--- config.mk ---
export PLATFORM = sky130hd
export DESIGN_NAME = alu_seq
export DESIGN_NICKNAME = d
export VERILOG_FILES = /design/src/rtl/alu_seq.sv
export SDC_FILE = /design/constraint.sdc
export NUM_CORES = 1
export LEC_CHECK = 0
export BUFFER_PORTS_ARGS = -buffer_cell sky130_fd_sc_hd__buf_2
export CAP_MARGIN = 20
export CORE_MARGIN = 1
export CORE_UTILIZATION = 55
export CTS_BUF_LIST = sky130_fd_sc_hd__clkbuf_8 sky130_fd_sc_hd__clkbuf_16
export DETAILED_ROUTE_END_ITERATION = 10
export GPL_TIMING_DRIVEN = 0
export PLACE_DENSITY = 0.73
export SLEW_MARGIN = 20
export SYNTH_ARGS = -nofsm -noshare
export SYNTH_HDL_FRONTEND = slang
export SYNTH_SLANG_ARGS = --single-unit
--- constraint.sdc ---
create_clock -name clk -period 8.4 [get_ports clk]
set_clock_uncertainty 0.05 [all_clocks]
set_input_delay 1.26 -clock clk [delete_from_list [all_inputs] [get_ports clk]]
set_output_delay 1.26 -clock clk [all_outputs]
set_load 0.005 [all_outputs]
--- src/rtl/alu_seq.sv ---
// rtl/alu_seq.sv - multi-cycle ALU: single-cycle ops plus iterative MULTU/DIVU behind start/busy/done
module alu_seq #(
    parameter int WIDTH   = 32,
    parameter int SHAMT_W = 5
) (
    input  logic               clk,
    input  logic               reset,
    input  logic               Start,
    input  logic [3:0]         ALUOperation,
    input  logic [WIDTH-1:0]   A,
    input  logic [WIDTH-1:0]   B,
    input  logic [SHAMT_W-1:0] Shamt,
    output logic               Busy,
    output logic               Done,
    output logic [WIDTH-1:0]   ALUResult,
    output logic [WIDTH-1:0]   ResultHi,
    output logic               Zero,
    output logic               Overflow
);
    localparam int CW = SHAMT_W + 1;

    localparam logic [3:0] OP_SLL   = 4'd0;
    localparam logic [3:0] OP_SRL   = 4'd1;
    localparam logic [3:0] OP_LUI   = 4'd2;
    localparam logic [3:0] OP_ADD   = 4'd3;
    localparam logic [3:0] OP_SUB   = 4'd4;
    localparam logic [3:0] OP_AND   = 4'd5;
    localparam logic [3:0] OP_SRA   = 4'd6;
    localparam logic [3:0] OP_NOR   = 4'd7;
    localparam logic [3:0] OP_OR    = 4'd8;
    localparam logic [3:0] OP_MULTU = 4'd9;
    localparam logic [3:0] OP_DIVU  = 4'd10;
    localparam logic [3:0] OP_SLT   = 4'd11;
    localparam logic [3:0] OP_SLTU  = 4'd12;

    typedef enum logic {IDLE, RUN} state_t;

    state_t           state;
    logic [CW-1:0]    count;
    logic             is_div;
    logic [WIDTH-1:0] opnd;
    logic [WIDTH-1:0] acc_hi;
    logic [WIDTH-1:0] acc_lo;

    logic [WIDTH-1:0] add_res;
    logic [WIDTH-1:0] sub_res;
    logic [WIDTH-1:0] sc_res;
    logic             sc_ovf;

    always_comb begin
        add_res = A + B;
        sub_res = A - B;
        sc_res  = '0;
        sc_ovf  = 1'b0;
        case (ALUOperation)
            OP_SLL:  sc_res = A << Shamt;
            OP_SRL:  sc_res = A >> Shamt;
            OP_LUI:  sc_res = {B[WIDTH/2-1:0], {(WIDTH/2){1'b0}}};
            OP_ADD: begin
                sc_res = add_res;
                sc_ovf = (A[WIDTH-1] == B[WIDTH-1]) && (add_res[WIDTH-1] != A[WIDTH-1]);
            end
            OP_SUB: begin
                sc_res = sub_res;
                sc_ovf = (A[WIDTH-1] != B[WIDTH-1]) && (sub_res[WIDTH-1] != A[WIDTH-1]);
            end
            OP_AND:  sc_res = A & B;
            OP_SRA:  sc_res = $signed(A) >>> Shamt;
            OP_NOR:  sc_res = ~(A | B);
            OP_OR:   sc_res = A | B;
            OP_SLT:  sc_res = {{(WIDTH-1){1'b0}}, ($signed(A) < $signed(B))};
            OP_SLTU: sc_res = {{(WIDTH-1){1'b0}}, (A < B)};
            default: sc_res = '0;
        endcase
    end

    // acc_hi/acc_lo hold {partial product, multiplier} for MULTU and {remainder, dividend/quotient} for DIVU
    logic [WIDTH:0]   mul_sum;
    logic [WIDTH:0]   div_trial;
    logic [WIDTH:0]   div_diff;
    logic [WIDTH-1:0] hi_next;
    logic [WIDTH-1:0] lo_next;

    always_comb begin
        mul_sum   = {1'b0, acc_hi} + (acc_lo[0] ? {1'b0, opnd} : '0);
        div_trial = {acc_hi, acc_lo[WIDTH-1]};
        div_diff  = div_trial - {1'b0, opnd};
        if (is_div) begin
            if (!div_diff[WIDTH]) begin
                hi_next = div_diff[WIDTH-1:0];
                lo_next = {acc_lo[WIDTH-2:0], 1'b1};
            end else begin
                hi_next = div_trial[WIDTH-1:0];
                lo_next = {acc_lo[WIDTH-2:0], 1'b0};
            end
        end else begin
            hi_next = mul_sum[WIDTH:1];
            lo_next = {mul_sum[0], acc_lo[WIDTH-1:1]};
        end
    end

    always_ff @(posedge clk or negedge reset) begin
        if (!reset) begin
            state     <= IDLE;
            count     <= '0;
            is_div    <= 1'b0;
            opnd      <= '0;
            acc_hi    <= '0;
            acc_lo    <= '0;
            Busy      <= 1'b0;
            Done      <= 1'b0;
            ALUResult <= '0;
            ResultHi  <= '0;
            Zero      <= 1'b1;
            Overflow  <= 1'b0;
        end else begin
            Done <= 1'b0;
            case (state)
                IDLE: begin
                    if (Start) begin
                        if (ALUOperation == OP_MULTU || ALUOperation == OP_DIVU) begin
                            state  <= RUN;
                            Busy   <= 1'b1;
                            count  <= CW'(WIDTH);
                            is_div <= (ALUOperation == OP_DIVU);
                            acc_hi <= '0;
                            acc_lo <= (ALUOperation == OP_DIVU) ? A : B;
                            opnd   <= (ALUOperation == OP_DIVU) ? B : A;
                        end else begin
                            ALUResult <= sc_res;
                            ResultHi  <= '0;
                            Zero      <= (sc_res == '0);
                            Overflow  <= sc_ovf;
                            Done      <= 1'b1;
                        end
                    end
                end
                RUN: begin
                    acc_hi <= hi_next;
                    acc_lo <= lo_next;
                    count  <= count - CW'(1);
                    if (count == CW'(1)) begin
                        state     <= IDLE;
                        Busy      <= 1'b0;
                        Done      <= 1'b1;
                        ALUResult <= lo_next;
                        ResultHi  <= hi_next;
                        Zero      <= (lo_next == '0);
                        Overflow  <= 1'b0;
                    end
                end
                default: state <= IDLE;
            endcase
        end
    end
endmodule
==> impl_metrics.json, run 1 <==
{
  "stop_stage": "global routing",
  "ys.warnings.count": 0,
  "ys_ff_latch": 172,
  "async_flop_share_pct": 100.0,
  "holdBufCountCts": 0,
  "htree_levels": 4,
  "cts_sinks": 172,
  "syn-instance-count": 2889,
  "synth_most_common_cell": "nand2_1",
  "grt_max_degree": 101,
  "syn_area_um2": 22700,
  "num_io_pins": 144,
  "cts_resized": 0,
  "gp_congestion": 1.170,
  "grt_first_pass_wirelength_um": 196100,
  "numCtsBuffers": 17,
  "outcome": "did not finish",
  "avgSynthCellArea_um2": 7.858,
  "die_w_um": 205.2,
  "grt.overflow.total": 2,
  "synth_ff_type": "dfrtp_1",
  "clk_path_buf_depth": 2,
  "synth_edf_count": 0,
  "cts-root-buf": "clkbuf_16",
  "cts_setup_buffers": 0,
  "portBuffers": 138,
  "grt_pass1_vias": 28490,
  "synth_top_area_cell": "dfrtp_1",
  "yosysUniqueCellTypes": 93,
  "syn-num-nets": 3148,
  "dp.cells": 3563,
  "error": "[ERROR GRT-0116] Global routing finished with congestion. Check the congestion regions in the DRC Viewer.",
  "fp.dieH_um": 205.2,
  "yosysTopAreaCellShare_pct": 18.85,
  "rows": 74,
  "grt_usage_pct": 63.79,
  "initial_core_util_pct": 55.73,
  "hpwlAfterDp_um": 95220,
  "synth.area.top_cells": "dfrtp_1 19%, ha_1 9.9%, mux2i_1 7.1%",
  "synth_seq_area_share_pct": 18.96,
  "synth_common_cells": "323 x nand2_1, 213 x o21ai_0, 206 x nor2_1, 190 x a21oi_1, 179 x ha_1"
}
==> stage by stage <==
step                      cell area [µm²]  setup slack, ns  util, %  hold slack (ns)
after floorplan                     22700            3.649        -           0.4132
after global placement              24060            1.250    59.06           0.4060
after detailed placement            24160            1.299    59.30           0.4250
after CTS                           24750            1.775    60.75           0.4409
==> metal layers <==
| metal | global-route usage, % | overflow |
|---|---|---|
| met2 | 87.48 | 1 |
| met3 | 36.70 | 0 |
| met5 | 3.214 | 0 |
| met4 | 60.82 | 1 |
| met1 | 67.50 | 0 |
==> cell families after synthesis <==
kind of cell / Yosys count / share of synthesized area [%]
buffers and inverters: 395 / 7.043
adder cells (fa/ha/maj): 183 / 10.22
AND/OR/NAND/NOR: 878 / 18.19
flip-flops: 172 / 18.96
AO/OA/AOI/OAI: 935 / 27.79
multiplexers: 266 / 15.49
XOR/XNOR: 60 / 2.315
==> inputs of run 2 (changes only) <==
--- a/config.mk
+++ b/config.mk
@@ -8,11 +8,10 @@
 export BUFFER_PORTS_ARGS = -buffer_cell sky130_fd_sc_hd__buf_2
 export CAP_MARGIN = 20
 export CORE_MARGIN = 1
-export CORE_UTILIZATION = 55
-export CTS_BUF_LIST = sky130_fd_sc_hd__clkbuf_8 sky130_fd_sc_hd__clkbuf_16
+export CORE_UTILIZATION = 40
 export DETAILED_ROUTE_END_ITERATION = 10
 export GPL_TIMING_DRIVEN = 0
-export PLACE_DENSITY = 0.73
+export PLACE_DENSITY_LB_ADDON = 0.15
 export SLEW_MARGIN = 20
 export SYNTH_ARGS = -nofsm -noshare
 export SYNTH_HDL_FRONTEND = slang
==> impl_metrics.json, run 2 <==
{
  "syn-instance-count": 2889,
  "finalPower_mw": 7.983,
  "period_share_pct": 84.60,
  "reg2reg_from": "acc_lo[31]$_DFFE_PN0P_",
  "drc": 0,
  "powerDensity_nw_per_um2": 318.2,
  "worstHoldPathCells": 2,
  "htree_levels": 4,
  "holdBufCountCts": 0,
  "synth_top_area_cell": "dfrtp_1",
  "slew_viol_final": 0,
  "cp_cell_sequence": "buf_2 > clkbuf_1 > inv_1 > ha_1 > inv_1 > o31ai_1 > a311oi_1 > o31ai_2 > or3b_1 > nand2_1 > a221o_1 > a221oi_1 > o221ai_1 > nor4_1 > nand4b_1 > o21ai_1",
  "max_freq_mhz": 140.7,
  "layout_common_cells": "323 x nand2_1, 211 x o21ai_0, 206 x nor2_1, 190 x a21oi_1, 187 x buf_2",
  "clock_latency_ns": 0.47,
  "worst_pin_slew_ns": 1.407,
  "synth_most_common_cell": "nand2_1",
  "synth_common_cells": "323 x nand2_1, 213 x o21ai_0, 206 x nor2_1, 190 x a21oi_1, 179 x ha_1",
  "hold_viol": 0,
  "async_flop_share_pct": 100.0,
  "path_class": "input port to register",
  "syn-num-nets": 3148,
  "die_w_um": 240.2,
  "gp_congestion": 1.074,
  "coreArea_um2": 55630,
  "ys_ff_latch": 172,
  "clk_pin_slew_worst_paths_ns": 0.08,
  "area.growth.synth_to_final_pct": 10.50,
  "maxCapViolCount": 0,
  "cts_sinks": 172,
  "outcome": "finished clean",
  "initial_core_util_pct": 40.81,
  "drtIter0Drc": 3411,
  "via_count": 26320,
  "antenna_found_initial": 9,
  "cts_tree": "built",
  "setup_viol": 0,
  "cp-start-kind": "input port",
  "grt_pass1_vias": 24780,
  "placed_cell_area_um2": 24470,
  "grt_usage_pct": 45.17,
  "cts_setup_buffers": 0,
  "worst-path-max-fanout": 10,
  "p_leak_nw": 11.00,
  "rows": 86,
  "slew-limit-headroom_pct": 6.188,
  "rr_worst_depth": 16,
  "vias_per_cell": 6.892,
  "max-vdd-ir-drop_mv": 0.2063,
  "clk_path_buf_depth": 2,
  "avgSynthCellArea_um2": 7.858,
  "grt_max_degree": 94,
  "hold_path.class": "register to register",
  "synth.area.top_cells": "dfrtp_1 19%, ha_1 9.9%, mux2i_1 7.1%",
  "grt.overflow.total": 0,
  "grt_first_pass_wirelength_um": 183000,
  "drive_gt1_share_pct": 12.76,
  "firstDrtPassIters": 6,
  "worstPathRequired_ns": 8.75,
  "end_kind": "register",
  "drt_wl_total_um": 132100,
  "fin_crit_ns": 7.106,
  "fin_tns_setup_ns": 0,
  "finalInstanceArea_um2": 25090,
  "ys.warnings.count": 0,
  "numCtsBuffers": 17,
  "critPathSlowestCell": "clkbuf_1",
  "syn_area_um2": 22700,
  "min_to": "ResultHi[9]$_DFFE_PN0P_",
  "worst_ep_arrival_time_ns": 7.46,
  "synth_ff_type": "dfrtp_1",
  "yosysTopAreaCellShare_pct": 18.85,
  "cts_resized": 0,
  "crit_path_frequent_cell": "inv_1",
  "instances_no_fill": 3819,
  "wl_per_cell_um": 34.58,
  "yosysUniqueCellTypes": 93,
  "hpwlAfterDp_um": 103400,
  "rsz0062_at_grt": "false",
  "utilization_pct": 45.09,
  "ant_nets": 0,
  "max_stage_delay_ns": 1.05,
  "portBuffers": 138,
  "r2r_slack_ns": 2.90,
  "final_common_cell": "nand2_1",
  "layout.nets": 3311,
  "regToRegEndpoint": "acc_hi[6]$_DFFE_PN0P_",
  "hold_start": "ResultHi[9]$_DFFE_PN0P_",
  "num_io_pins": 144,
  "synth_seq_area_share_pct": 18.96,
  "fp.dieArea_um2": 57720,
  "fp.dieH_um": 240.2,
  "synth_edf_count": 0,
  "cts-root-buf": "clkbuf_16",
  "dp.cells": 3780
}
## run 2: worst max-delay path: cells and delay by family
| family | cells | cell delay (ns) |
|---|---|---|
| buf+inv | 4 | 1.82 |
| fa+ha+maj | 1 | 0.57 |
| simple gates | 4 | 1.04 |
| compound gates | 7 | 2.76 |
## run 2: how the worst max path moves through the flow
stage,startpoint,to,slack [ns],depth (start not counted)
6_report,A[6],Zero$_DFFE_PN1P_,1.29,16
5_1_grt,A[14],Zero$_DFFE_PN1P_,1.43,17
3_3_place_gp,A[7],Zero$_DFFE_PN1P_,0.59,17
3_5_place_dp,A[6],Zero$_DFFE_PN1P_,1.38,16
2_1_floorplan,A[0],Zero$_DFFE_PN1P_,3.65,16
4_1_cts,A[6],Zero$_DFFE_PN1P_,1.86,16
## run 2: metal layers
layer	part of all wire (%)	GRT usage [%]	up-vias
met1	37	55.22	12860
met4	8.6	33.58	10
met5	0.049	0	-
met2	43	68.78	1907
li1	-	-	11050
met3	11	11.02	495
## run 2: final cells by class
type | count | area [µm²]
antenna | 7 | 17.52
clock inverter | 14 | 148.9
inverter | 164 | 615.6
fill | 5754 | 30540
tap | 748 | 935.9
clock buffer | 17 | 425.4
buffer | 231 | 991.0
timing repair buffer | 144 | 764.5
sequential | 172 | 4305
multi-input combinational | 2322 | 16880
## run 2: kinds of logic (layout without fill, tap and decap cells)
| kind of cell | Yosys count | count (layout) | synth area share [%] |
|---|---|---|---|
| compound gates | 935 | 935 | 27.79 |
| simple gates | 878 | 878 | 18.19 |
| flops | 172 | 172 | 18.96 |
| mux | 266 | 266 | 15.49 |
| xor+xnor | 60 | 60 | 2.315 |
| other cells | 0 | 7 | 0 |
| buf+inv | 395 | 570 | 7.043 |
| fa+ha+maj | 183 | 183 | 10.22 |
## run 2: metrics by stage
step	hold WS (ns)	worst slack, ns
final	0.4344	1.294
after global routing	0.4677	1.432
after CTS	0.4383	1.863
after detailed placement	0.4211	1.381
after global placement	0.4089	0.5863
after floorplan	0.4132	3.649
## run 2: where the power goes
part           leakage [nW]  switching, mW  internal, mW
Clock                 0.280          0.406         0.396
Combinational          8.59           3.40          2.12
Sequential             2.13          0.422          1.24
No activity file was read; power rests on OpenSTA's default activity.
==> inputs of run 3 (changes only) <==
==> constraint.sdc (replaced) <==
create_clock -name clk -period 6.25 [get_ports clk]
set_clock_uncertainty 0.05 [all_clocks]
set_input_delay 0.9375 -clock clk [delete_from_list [all_inputs] [get_ports clk]]
set_output_delay 0.9375 -clock clk [all_outputs]
set_load 0.005 [all_outputs]
==> impl_metrics.json, run 3 (synthesis results as in run 2) <==
{
  "drt_wl_total_um": 131500,
  "cts_tree": "built",
  "fin_tns_setup_ns": 0,
  "multi_input_area_um2": 16880,
  "antenna_found_initial": 9,
  "path_buf_inv": 5,
  "worst_ep_arrival_time_ns": 6.56,
  "hold_viol": 0,
  "vias_per_cell": 6.920,
  "rows": 86,
  "ant_nets": 0,
  "holdWs_ns": 0.4346,
  "grt_usage_pct": 45.17,
  "final-seq-area_um2": 4305,
  "slew_viol_final": 0,
  "slew-limit-headroom_pct": 15.84,
  "hold_path.class": "register to register",
  "sequentialPowerShare_pct": 20.9,
  "layout_common_cells": "323 x nand2_1, 211 x o21ai_0, 206 x nor2_1, 190 x a21oi_1, 187 x buf_2",
  "drc": 0,
  "placed_cell_area_um2": 24470,
  "end_kind": "register",
  "area.growth.synth_to_final_pct": 10.38,
  "via_count": 26370,
  "worst_pin_slew_ns": 1.262,
  "htree_levels": 4,
  "drive_gt1_share_pct": 12.79,
  "utilization_pct": 45.05,
  "cts-root-buf": "clkbuf_16",
  "comb_power_share_pct": 69.1,
  "coreArea_um2": 55630,
  "clock_latency_ns": 0.47,
  "rsz0062_at_grt": "false",
  "path_class": "input port to register",
  "layout.nets": 3305,
  "sw_frac_of_total_pct": 52.88,
  "p_clk_share_pct": 10.0,
  "worstPathRequired_ns": 6.60,
  "maxCapViolCount": 0,
  "cts_sinks": 172,
  "grt_first_pass_wirelength_um": 182900,
  "powerDensity_nw_per_um2": 427.7,
  "grt_max_degree": 94,
  "hpwlAfterDp_um": 103400,
  "max_stage_delay_ns": 0.96,
  "clk_path_buf_depth": 2,
  "grt.overflow.total": 0,
  "intPower_mw": 5.050,
  "period_share_pct": 99.39,
  "fin_crit_ns": 6.212,
  "initial_core_util_pct": 40.81,
  "max-vdd-ir-drop_mv": 0.2797,
  "clk_pin_slew_worst_paths_ns": 0.08,
  "p_leak_nw": 10.99,
  "cp-start-kind": "input port",
  "drtIter0Drc": 3660,
  "fp.dieH_um": 240.2,
  "portBuffers": 138,
  "num_io_pins": 144,
  "worst-path-max-fanout": 10,
  "outcome": "finished clean",
  "switching_power_mw": 5.668,
  "crit_family": "compound AO/OA/AOI/OAI gates",
  "holdBufCountCts": 0,
  "die_w_um": 240.2,
  "grt_pass1_vias": 24790,
  "numCtsBuffers": 17,
  "wl_per_cell_um": 34.50,
  "gp_congestion": 1.074,
  "firstDrtPassIters": 7,
  "critPathSlowestCell": "clkbuf_1",
  "nFillCells": 5752,
  "setup_viol": 0,
  "cp_cell_sequence": "buf_2 > clkbuf_1 > inv_1 > ha_1 > buf_2 > nor4_1 > inv_1 > a311oi_1 > o31ai_2 > or3b_1 > nand2_1 > o221ai_1 > a221oi_1 > o221ai_1 > nor4_1 > nand4b_1 > o21ai_1",
  "fp.dieArea_um2": 57720,
  "finalInstanceArea_um2": 25060,
  "max_freq_mhz": 161.0,
  "final_common_cell": "nand2_1"
}
run 3: changes by cell type in the layout (fill, tap and decap cells not counted):
cell | previous run | this run
clkbuf_1 | 149 | 143
diode_2 | 7 | 5
run 3: path summary, 6_finish.rpt:
kind	start	depth (start not counted)	slack, ns	endpoint
max	A[9]	17	0.04	Zero$_DFFE_PN1P_
max in group asynchronous	reset	2	4.76	Zero$_DFFE_PN1P_
min reg2reg	ResultHi[9]$_DFFE_PN0P_	2	0.43	ResultHi[9]$_DFFE_PN0P_
max reg2reg	acc_lo[31]$_DFFE_PN0P_	16	0.75	acc_hi[6]$_DFFE_PN0P_
min	ResultHi[9]$_DFFE_PN0P_	2	0.43	ResultHi[9]$_DFFE_PN0P_
min in group asynchronous	reset	1	0.44	ResultHi[5]$_DFFE_PN0P_
run 3: repair_timing:
action / CTS / global route
setup endpoints to repair: 0 / 2
resized for setup: 0 / 0
buffers inserted: 0 / 0
run 3: cell type report:
cell class              instances  area share, %
plain buffers                 225          3.865
flip-flops and latches        172          17.18
clock buffers                  17          1.698
diodes                          5        0.04993
well taps                     748          3.735
clock inverters                14         0.5942
repair buffers                144          3.051
multi-input cells            2322          67.37
inverters                     164          2.457
run 3: worst min-delay path, delay by kind of cell, from the launching register on:
family | cells | cell delay, ns
flops | 1 | 0.34
compound gates | 1 | 0.06
simple gates | 1 | 0.04
run 3: layer usage:
metal	up-vias	share of wire (%)	wire length, µm	track usage, %
met5	-	0.041	54	0
met4	8	8.4	10980	33.58
met3	485	11	14140	11.02
met2	1942	43	56930	68.78
met1	12890	38	49370	55.21
li1	11050	-	-	-
run 3: through the flow:
step	std cells	worst slack, ns	total power [mW]
2_1_floorplan	2889	1.822	7.017
3_3_place_gp	3775	-1.241	9.279
3_5_place_dp	3780	-0.4467	9.414
4_1_cts	3811	0.03579	10.52
5_1_grt	3806	0.004957	11.38
6_report	3811	0.03796	10.72
run 3: power by group through the flow:
stage / clock [mW] / combinational (mW) / sequential, mW
2_1_floorplan: 0 / 4.99 / 2.02
3_3_place_gp: 0 / 7.07 / 2.21
3_5_place_dp: 0 / 7.19 / 2.22
4_1_cts: 1.08 / 7.23 / 2.21
5_1_grt: 1.13 / 7.97 / 2.28
6_report: 1.08 / 7.41 / 2.24
